==> config.mk <==
export PLATFORM = sky130hd
export DESIGN_NAME = bp_zynq_host_io_responder
export DESIGN_NICKNAME = d
export VERILOG_FILES = /design/src/rtl/bp_zynq_host_io_responder_pkg.sv /design/src/rtl/bp_zynq_host_io_responder_fifo.sv /design/src/rtl/bp_zynq_host_io_responder.sv
export SDC_FILE = /design/constraint.sdc
export NUM_CORES = 1
export LEC_CHECK = 0
export ABC_AREA = 1
export BUFFER_PORTS_ARGS = -buffer_cell sky130_fd_sc_hd__buf_2
export CAP_MARGIN = 10
export CORE_UTILIZATION = 50
export DETAILED_ROUTE_END_ITERATION = 7
export PLACE_DENSITY_LB_ADDON = 0.25
export SLEW_MARGIN = 20
export SYNTH_ARGS = -nofsm -noshare
export SYNTH_HDL_FRONTEND = slang
export SYNTH_SLANG_ARGS = --single-unit
==> constraint.sdc <==
create_clock -name clk_i -period 5.93 [get_ports clk_i]
set_clock_uncertainty 0.1 [all_clocks]
set_input_delay 0.8895 -clock clk_i [delete_from_list [all_inputs] [get_ports clk_i]]
set_output_delay 0.8895 -clock clk_i [all_outputs]
set_load 0.01 [all_outputs]
==> src/rtl/bp_zynq_host_io_responder_pkg.sv <==
// Shared definitions for the Zynq host I/O responder: host-region offsets and FSM states.
package bp_zynq_host_io_responder_pkg;

  typedef enum logic [0:0] {
    e_ready,
    e_resp
  } host_state_e;

  localparam logic [31:0] host_mbox_data_offset_gp   = 32'h0_1000;
  localparam logic [31:0] host_mbox_status_offset_gp = 32'h0_1008;
  localparam logic [31:0] host_finish_offset_gp      = 32'h0_2000;

endpackage

==> src/rtl/bp_zynq_host_io_responder_fifo.sv <==
// Small 1-read/1-write FIFO (power-of-two depth) carrying BP writes to the PS.
module bsg_fifo_1r1w_small #(
  parameter int unsigned width_p = 8,
  parameter int unsigned els_p   = 4
) (
  input  logic               clk_i,
  input  logic               reset_i,
  input  logic               v_i,
  output logic               ready_o,
  input  logic [width_p-1:0] data_i,
  output logic               v_o,
  output logic [width_p-1:0] data_o,
  input  logic               yumi_i
);

  localparam int unsigned ptr_w = $clog2(els_p);

  logic [width_p-1:0] mem [els_p];
  logic [ptr_w-1:0]   rd_ptr_r, wr_ptr_r;
  logic [ptr_w:0]     count_r;
  logic               full, push;

  assign full    = (count_r == (ptr_w+1)'(els_p));
  // A pop in the same cycle frees the slot, so a full queue still accepts.
  assign ready_o = ~full | yumi_i;
  assign v_o     = (count_r != '0);
  assign push    = v_i & ready_o;
  assign data_o  = mem[rd_ptr_r];

  always_ff @(posedge clk_i or posedge reset_i) begin
    if (reset_i) begin
      rd_ptr_r <= '0;
      wr_ptr_r <= '0;
      count_r  <= '0;
    end else begin
      if (push)   wr_ptr_r <= wr_ptr_r + 1'b1;
      if (yumi_i) rd_ptr_r <= rd_ptr_r + 1'b1;
      count_r <= count_r + (ptr_w+1)'(push) - (ptr_w+1)'(yumi_i);
    end
  end

  always_ff @(posedge clk_i) begin
    if (push) mem[wr_ptr_r] <= data_i;
  end

endmodule

==> src/rtl/bp_zynq_host_io_responder.sv <==
// Answers BP uncached I/O to the host region: queues writes for the PS, serves mailbox reads.
// Optional BP_ZYNQ_HOST_FINISH_EN: write to the finish offset raises sticky finish/fail flags.
module bp_zynq_host_io_responder
  import bp_zynq_host_io_responder_pkg::*;
#(
  parameter int unsigned paddr_width_p       = 33,
  parameter int unsigned host_offset_width_p = 20,
  parameter int unsigned fifo_els_p          = 4
) (
  input  logic                           clk_i,
  input  logic                           reset_i,
  input  logic                           fwd_v_i,
  output logic                           fwd_ready_and_o,
  input  logic                           fwd_wr_i,
  input  logic [paddr_width_p-1:0]       fwd_addr_i,
  input  logic [1:0]                     fwd_size_i,
  input  logic [63:0]                    fwd_data_i,
  output logic                           rev_v_o,
  input  logic                           rev_ready_and_i,
  output logic                           rev_wr_o,
  output logic [paddr_width_p-1:0]       rev_addr_o,
  output logic [1:0]                     rev_size_o,
  output logic [63:0]                    rev_data_o,
  output logic                           host_v_o,
  input  logic                           host_yumi_i,
  output logic [host_offset_width_p-1:0] host_addr_o,
  output logic [1:0]                     host_size_o,
  output logic [63:0]                    host_data_o,
  input  logic                           mbox_w_i,
  input  logic [63:0]                    mbox_data_i,
  output logic                           finish_o,
  output logic                           fail_o
);

  localparam int unsigned entry_w = host_offset_width_p + 66;

  host_state_e state_r, state_n;
  logic        fwd_ready, fwd_accept, fifo_ready;
  logic [31:0] fwd_offset;
  logic [63:0] rd_data;
  logic [63:0] mbox_data_r;
  logic        mbox_v_r;
  logic [entry_w-1:0] fifo_data;

  assign fwd_offset      = 32'(fwd_addr_i[host_offset_width_p-1:0]);
  assign fwd_ready_and_o = fwd_ready;
  assign fwd_accept      = fwd_v_i & fwd_ready;

  always_ff @(posedge clk_i or posedge reset_i) begin
    if (reset_i) state_r <= e_ready;
    else         state_r <= state_n;
  end

  always_comb begin
    state_n   = state_r;
    fwd_ready = 1'b0;
    rev_v_o   = 1'b0;
    case (state_r)
      e_ready: begin
        fwd_ready = ~reset_i & (~fwd_wr_i | fifo_ready);
        if (fwd_v_i && fwd_ready) state_n = e_resp;
      end
      e_resp: begin
        rev_v_o = 1'b1;
        if (rev_ready_and_i) state_n = e_ready;
      end
      default: state_n = e_ready;
    endcase
  end

  always_comb begin
    rd_data = '0;
    if (!fwd_wr_i) begin
      if (fwd_offset == host_mbox_data_offset_gp)        rd_data = mbox_data_r;
      else if (fwd_offset == host_mbox_status_offset_gp) rd_data = {63'b0, mbox_v_r};
    end
  end

  always_ff @(posedge clk_i or posedge reset_i) begin
    if (reset_i) begin
      rev_wr_o    <= 1'b0;
      rev_addr_o  <= '0;
      rev_size_o  <= '0;
      rev_data_o  <= '0;
      mbox_data_r <= '0;
      mbox_v_r    <= 1'b0;
    end else begin
      if (fwd_accept) begin
        rev_wr_o   <= fwd_wr_i;
        rev_addr_o <= fwd_addr_i;
        rev_size_o <= fwd_size_i;
        rev_data_o <= rd_data;
      end
      // A PS mailbox write beats a simultaneous BP read-and-clear.
      if (mbox_w_i) begin
        mbox_data_r <= mbox_data_i;
        mbox_v_r    <= 1'b1;
      end else if (fwd_accept && !fwd_wr_i && fwd_offset == host_mbox_data_offset_gp) begin
        mbox_v_r <= 1'b0;
      end
    end
  end

`ifdef BP_ZYNQ_HOST_FINISH_EN
  logic finish_r, fail_r;
  always_ff @(posedge clk_i or posedge reset_i) begin
    if (reset_i) begin
      finish_r <= 1'b0;
      fail_r   <= 1'b0;
    end else if (fwd_accept && fwd_wr_i && fwd_offset == host_finish_offset_gp) begin
      finish_r <= 1'b1;
      fail_r   <= fail_r | fwd_data_i[0];
    end
  end
  assign finish_o = finish_r;
  assign fail_o   = fail_r;
`else
  assign finish_o = 1'b0;
  assign fail_o   = 1'b0;
`endif

  bsg_fifo_1r1w_small #(
    .width_p (entry_w),
    .els_p   (fifo_els_p)
  ) write_queue (
    .clk_i   (clk_i),
    .reset_i (reset_i),
    .v_i     (fwd_accept & fwd_wr_i),
    .ready_o (fifo_ready),
    .data_i  ({fwd_addr_i[host_offset_width_p-1:0], fwd_size_i, fwd_data_i}),
    .v_o     (host_v_o),
    .data_o  (fifo_data),
    .yumi_i  (host_yumi_i)
  );

  assign host_addr_o = fifo_data[entry_w-1 -: host_offset_width_p];
  assign host_size_o = fifo_data[65:64];
  assign host_data_o = fifo_data[63:0];

endmodule

==> results.sh, run 1 <==
export IMPL_worstPathRequired_ns=4.94
export IMPL_htree_levels=2
export IMPL_setup_viol=0
export IMPL_grt_max_degree=105
export IMPL_synth_warnings=0
export IMPL_post_cts_repair_setup_buffers=0
export IMPL_grt_use_total_pct=24.0
export IMPL_rsz0062_at_grt="no"
export IMPL_synthMuxAreaShare_pct=0
export IMPL_drive_gt1_share_pct=23.8
export IMPL_antenna_found_initial=6
export IMPL_cts_num_sinks=517
export IMPL_hold_buffers=0
export IMPL_syn_area_per_cell_um2=12.1
export IMPL_cp_end_kind="output port"
export IMPL_synth_compound_area_share_pct=7.22
export IMPL_fp_row_count=72
export IMPL_final_cells=2514
export IMPL_regArea_um2=14700
export IMPL_slew_headroom_pct=28.9
export IMPL_gp_congestion=0.780
export IMPL_cts_root_buffer="clkbuf_16"
export IMPL_syn_cell_area_um2=19700
export IMPL_ctsResizeCount=0
export IMPL_ys_seq_area_share_pct=74.6
export IMPL_drt_iter0_markers=847
export IMPL_crit_type="flip-flop to output port"
export IMPL_hp_class="flip-flop to flip-flop"
export IMPL_max_freq_mhz=237
export IMPL_via_count=13500
export IMPL_slew_violations=0
export IMPL_finalHoldViolations=0
export IMPL_pin_count=361
export IMPL_syn_inst=1623
export IMPL_max_cap_violations=0
export IMPL_cts_tree="yes"
export IMPL_placed_area_um2=21800
export IMPL_die_w_um=200
export IMPL_async_reset_ff_share_pct=33.5
export IMPL_cts_buffers=51
export IMPL_fin_tns_setup_ns=0
export IMPL_synth_adder_area_share_pct=0.484
export IMPL_synth_simple_gate_area_share_pct=14.3
export IMPL_synth_edf_count=344
export IMPL_drtPass1Iterations=5
export IMPL_hpwlAfterDp_um=29200
export IMPL_synthXorXnorAreaFrac_pct=0.178
export IMPL_p_per_area_nw_per_um2=423
export IMPL_finalCriticalPeriod_ns=4.21
export IMPL_finalCritPeriodShare_pct=71.0
export IMPL_drt_wl_total_um=47800
export IMPL_drtAntennaViolNets=0
export IMPL_syn_to_final_growth_pct=19.1
export IMPL_max_vdd_ir_drop_uv=291
export IMPL_startpoint_type="flip-flop"
export IMPL_cp_arrival_ns=3.22
export IMPL_nets=2129
export IMPL_grt_pass1_wl_um=75200
export IMPL_worst_pin_slew_ns=1.07
export IMPL_grt_pass1_vias=13300
export IMPL_die_area_um2=40100
export IMPL_design_area_um2=23400
export IMPL_n_fill_cell=3141
export IMPL_avgViaCountPerCell=5.35
export IMPL_status="finished, final reports clean"
export IMPL_multi_input_area_um2=4410
export IMPL_p_leak_nw=10.1
export IMPL_drc=0
export IMPL_synth_ff_type="edfxtp_1"
export IMPL_initial_core_util_pct=50.7
export IMPL_overflow=0
export IMPL_dp_cells=2417
export IMPL_wire_per_inst_um=19.0
export IMPL_synth_distinct_cells=25
export IMPL_ys_ff_latch=517
export IMPL_port_buffers=358
export IMPL_cp_max_fo=100
export IMPL_synth_top_family_by_area="simple AND/OR/NAND/NOR gates"
export IMPL_clk_path_buf_depth=3
export IMPL_die_y_um=200
export IMPL_p_total_mw=9.91
export IMPL_core_um2=38700
export IMPL_clk_pin_slew_ns=0.06
export IMPL_clk_latency_ns=0.58
## metal layers
| metal | track usage, % | share of wire (%) |
|---|---|---|
| met1 | 32.2 | 42 |
| met2 | 37.8 | 47 |
| met3 | 7.88 | 9.1 |
| met4 | 6.40 | 2.0 |
| met5 | 0 | 0.098 |
## cells in the final DEF, fill, tap and decap left out, types with 2 or more instances in the layout
cell type	count
clkbuf_1	7
nand3_1	96
clkinv_1	9
buf_4	16
dfrtp_1	171
bufinv_16	3
nor2_4	4
clkinvlp_4	3
o21ai_1	15
nor2_1	189
nand2_1	406
conb_1	2
inv_2	4
inv_1	18
diode_2	2
edfxtp_1	344
ha_1	6
buf_6	2
buf_2	358
clkinv_2	13
clkbuf_8	5
o22ai_1	86
xor2_1	4
clkbuf_16	52
nand4_1	5
inv_6	4
o21ai_0	161
## layout make-up
| type | count | area share [%] |
|---|---|---|
| Sequential cell | 517 | 62.6 |
| Multi-Input combinational cell | 981 | 18.8 |
| Timing Repair Buffer | 377 | 8.35 |
| Clock buffer | 64 | 5.96 |
| Tap cell | 518 | 2.77 |
| Clock inverter | 31 | 1.02 |
| Inverter | 24 | 0.417 |
| Antenna cell | 2 | 0.0214 |
## report_power, final
part / switching (mW) / total [mW] / internal, mW
Combinational: 1.68 / 2.52 / 0.842
Sequential: 0.173 / 4.26 / 4.09
Clock: 1.33 / 3.13 / 1.80
Total: 3.18 / 9.91 / 6.73
## Yosys cell counts (12+ instances only)
cell        n  share of area [%]
buf_2      22               0.56
buf_4      12               0.46
clkbuf_1   54                1.0
dfrtp_1   173                 22
edfxtp_1  344                 53
inv_1      22               0.42
nand2_1   406                7.8
nand3_1    96                2.4
nor2_1    193                3.7
o21ai_0   161                4.1
o21ai_1    15               0.38
o22ai_1    86                2.7
## state kept, by name (all words and copies together), names as in the netlist, 2 cells and up
name and count:
write_queue.count_r 3, mbox_data_r 64, write_queue.wr_ptr_r 2, rev_addr_o 33
write_queue.rd_ptr_r 2, rev_data_o 64, write_queue.mem 344, rev_size_o 2
## worst paths after layout
path / slack, ns / cells after the start / end / from
worst max-delay path: 1.72 / 4 / host_data_o[2] / write_queue.rd_ptr_r[0]
worst min-delay path: 0.37 / 2 / rev_addr_o[1] / rev_addr_o[1]
worst max register to register: 2.90 / 5 / write_queue.mem[1][49] / write_queue.count_r[1]
worst min register to register: 0.37 / 2 / rev_addr_o[1] / rev_addr_o[1]
max in group asynchronous: 4.09 / 3 / rev_data_o[38] / reset_i
min in group asynchronous: 0.40 / 2 / rev_data_o[11] / reset_i
## logic make-up after synthesis
family,after synthesis
buffers and inverters,126
AOI/OAI and AO/OA,262
xor gates and xnor gates,4
adders and majority gates,7
DFF,517
and+or+nand+nor,706
other,1
## critical path, stage by stage (launching register included)
cell and delay (ns):
dfrtp_4 0.94, buf_4 0.89, o21ai_0 0.24, o22ai_1 0.31, buf_2 0.19
## stage by stage
stage	setup slack, ns	util, %	hold WS, ns
floorplan	0.233	-	0.342
global placement	2.30	56.2	0.350
detailed placement	2.25	56.2	0.354
CTS	1.65	60.4	0.342
global route	1.41	60.4	0.351
finish	1.72	60.4	0.368
Note: power is estimated with default switching activity, not from simulation.
==> run 2: changes to the inputs <==
--- a/config.mk
+++ b/config.mk
@@ -8,7 +8,7 @@
 export ABC_AREA = 1
 export BUFFER_PORTS_ARGS = -buffer_cell sky130_fd_sc_hd__buf_2
 export CAP_MARGIN = 10
-export CORE_UTILIZATION = 50
+export CORE_UTILIZATION = 55
 export DETAILED_ROUTE_END_ITERATION = 7
 export PLACE_DENSITY_LB_ADDON = 0.25
 export SLEW_MARGIN = 20
==> constraint.sdc (replaced) <==
create_clock -name clk_i -period 4.13 [get_ports clk_i]
set_clock_uncertainty 0.1 [all_clocks]
set_input_delay 0.6195 -clock clk_i [delete_from_list [all_inputs] [get_ports clk_i]]
set_output_delay 0.6195 -clock clk_i [all_outputs]
set_load 0.01 [all_outputs]
==> run 2 against run 1 <==
Compared with the run above: routed wire length is 3.6% lower; count of clock-buffer cells in the layout up 2; power rose by 43%; non-clock buffer count increased by 4; setup slack worse by 0.79 ns; worst hold slack got worse by 0.26 ns; die area fell by 9.0%; combinational power increased by 48%; largest cell class unchanged.
==> results.sh, run 2 (same netlist as run 1, synthesis figures left out) <==
export IMPL_cp_end_kind="output port"
export IMPL_finalHoldViolations=0
export IMPL_core_um2=34900
export IMPL_gp_congestion=0.796
export IMPL_grt_pass1_vias=13000
export IMPL_port_buffers=358
export IMPL_drtAntennaViolNets=0
export IMPL_p_per_area_nw_per_um2=605
export IMPL_drc=0
export IMPL_overflow=0
export IMPL_p_clk_share_pct=31.3
export IMPL_max_vdd_ir_drop_uv=443
export IMPL_clk_pin_slew_ns=0.07
export IMPL_finalCriticalPeriod_ns=3.20
export IMPL_max_freq_mhz=312
export IMPL_initial_core_util_pct=56.3
export IMPL_drive_gt1_share_pct=23.6
export IMPL_cts_tree="yes"
export IMPL_wire_per_inst_um=18.7
export IMPL_nets=2133
export IMPL_clk_path_buf_depth=3
export IMPL_pin_count=361
export IMPL_p_sw_mw=4.49
export IMPL_p_leak_nw=10.1
export IMPL_whs_ns=0.112
export IMPL_worst_pin_slew_ns=0.961
export IMPL_worstPathRequired_ns=3.41
export IMPL_grt_pass1_wl_um=70500
export IMPL_p_seq_share_pct=42.4
export IMPL_die_w_um=191
export IMPL_status="finished, final reports clean"
export IMPL_grt_use_total_pct=25.3
export IMPL_regMostFlops="write_queue.mem"
export IMPL_crit_type="flip-flop to output port"
export IMPL_drt_wl_total_um=46100
export IMPL_htree_levels=2
export IMPL_hold_buffers=0
export IMPL_avgViaCountPerCell=5.46
export IMPL_finalCritPeriodShare_pct=77.6
export IMPL_largest_reg_flops=344
export IMPL_max_cap_violations=0
export IMPL_die_area_um2=36500
export IMPL_cp_arrival_ns=2.49
export IMPL_cts_buffers=51
export IMPL_fp_row_count=68
export IMPL_mostFrequentLayoutCell="nand2_1"
export IMPL_drtPass1Iterations=6
export IMPL_syn_to_final_growth_pct=19.3
export IMPL_cp_max_fo=41
export IMPL_final_cell_mix="nand2_1 (406), buf_2 (358), edfxtp_1 (344)"
export IMPL_drt_iter0_markers=895
export IMPL_setup_viol=0
export IMPL_startpoint_type="flip-flop"
export IMPL_antenna_found_initial=9
export IMPL_p_int_mw=9.69
export IMPL_cts_root_buffer="clkbuf_16"
export IMPL_power_frac_comb_pct=26.2
export IMPL_grt_max_degree=175
export IMPL_ctsResizeCount=0
export IMPL_via_count=13400
export IMPL_slew_violations=0
export IMPL_hp_class="primary input to flip-flop"
export IMPL_cts_num_sinks=517
export IMPL_swShare_pct=31.7
export IMPL_die_y_um=191
export IMPL_post_cts_repair_setup_buffers=0
export IMPL_clk_latency_ns=0.58
export IMPL_hpwlAfterDp_um=27300
export IMPL_rsz0062_at_grt="no"
export IMPL_reg_top3="write_queue.mem: 344 flops, mbox_data_r: 64 flops, rev_data_o: 64 flops"
export IMPL_slew_headroom_pct=35.9
export IMPL_fin_tns_setup_ns=0
-- run 2: cell types whose count changed in the layout (fill, tap and decap cells not counted), sizes merged --
cell      before  now
buf          377  381
clkbuf        64   66
clkinv        22   23
clkinvlp       3    4
diode          2    4
inv           27   23
-- run 2: through the flow --
step / util [%] / power [mW] / worst slack [ns] / cells / area (um^2)
final: 67.2 / 14.2 / 0.925 / 2457 / 23500
after global routing: 67.2 / 14.9 / 0.803 / 2455 / 23400
after CTS: 67.2 / 14.3 / 0.898 / 2453 / 23400
after detailed placement: 62.6 / 9.87 / 1.50 / 2358 / 21800
after global placement: 62.6 / 9.78 / 1.50 / 2358 / 21800
after floorplan: - / 8.38 / -1.20 / 1624 / 19700
-- run 2: per-layer routing --
layer	share of wire [%]	global-route usage, %
met4	2.8	8.98
met3	8.8	6.98
met1	40	33.2
met5	0.13	0
met2	48	40.7
-- run 2: final cells by class --
type / count / area, um^2
flip-flops and latches: 517 / 14700
multi-input cells: 981 / 4410
clock inverters: 29 / 216
repair buffers: 381 / 2090
fillers: 2576 / 11400
clock buffers: 66 / 1400
inverters: 24 / 97.6
diodes: 4 / 10.0
well taps: 455 / 569
-- run 2: path summary, 6_finish.rpt --
path                                         start                 endpoint  cells past startpoint  slack (ns)
setup / recovery           write_queue.rd_ptr_r[1]          host_data_o[39]                      5        0.93
hold / removal                     rev_ready_and_i                  state_r                      2        0.11
setup reg to reg            write_queue.count_r[1]   write_queue.mem[2][29]                      6        1.90
hold reg to reg                     rev_addr_o[22]           rev_addr_o[22]                      2        0.36
max in group asynchronous                  reset_i  write_queue.rd_ptr_r[0]                      3        3.01
min in group asynchronous                  reset_i                  state_r                      3        0.25
-- run 2: power by group through the flow --
| stage | registers (mW) | logic [mW] | clock network, mW |
|---|---|---|---|
| 5_1_grt | 6.05 | 4.12 | 4.71 |
| 3_3_place_gp | 6.10 | 3.68 | 0 |
| 4_1_cts | 6.02 | 3.77 | 4.52 |
| 6_report | 6.02 | 3.72 | 4.44 |
| 3_5_place_dp | 6.11 | 3.76 | 0 |
| 2_1_floorplan | 6.15 | 2.23 | 0 |
-- run 2: worst max-delay path: stages (launching register included) --
cell and delay, ns:
dfrtp_2 0.40, inv_2 0.53, buf_4 0.41, o21ai_0 0.15
o22ai_1 0.20, buf_2 0.18
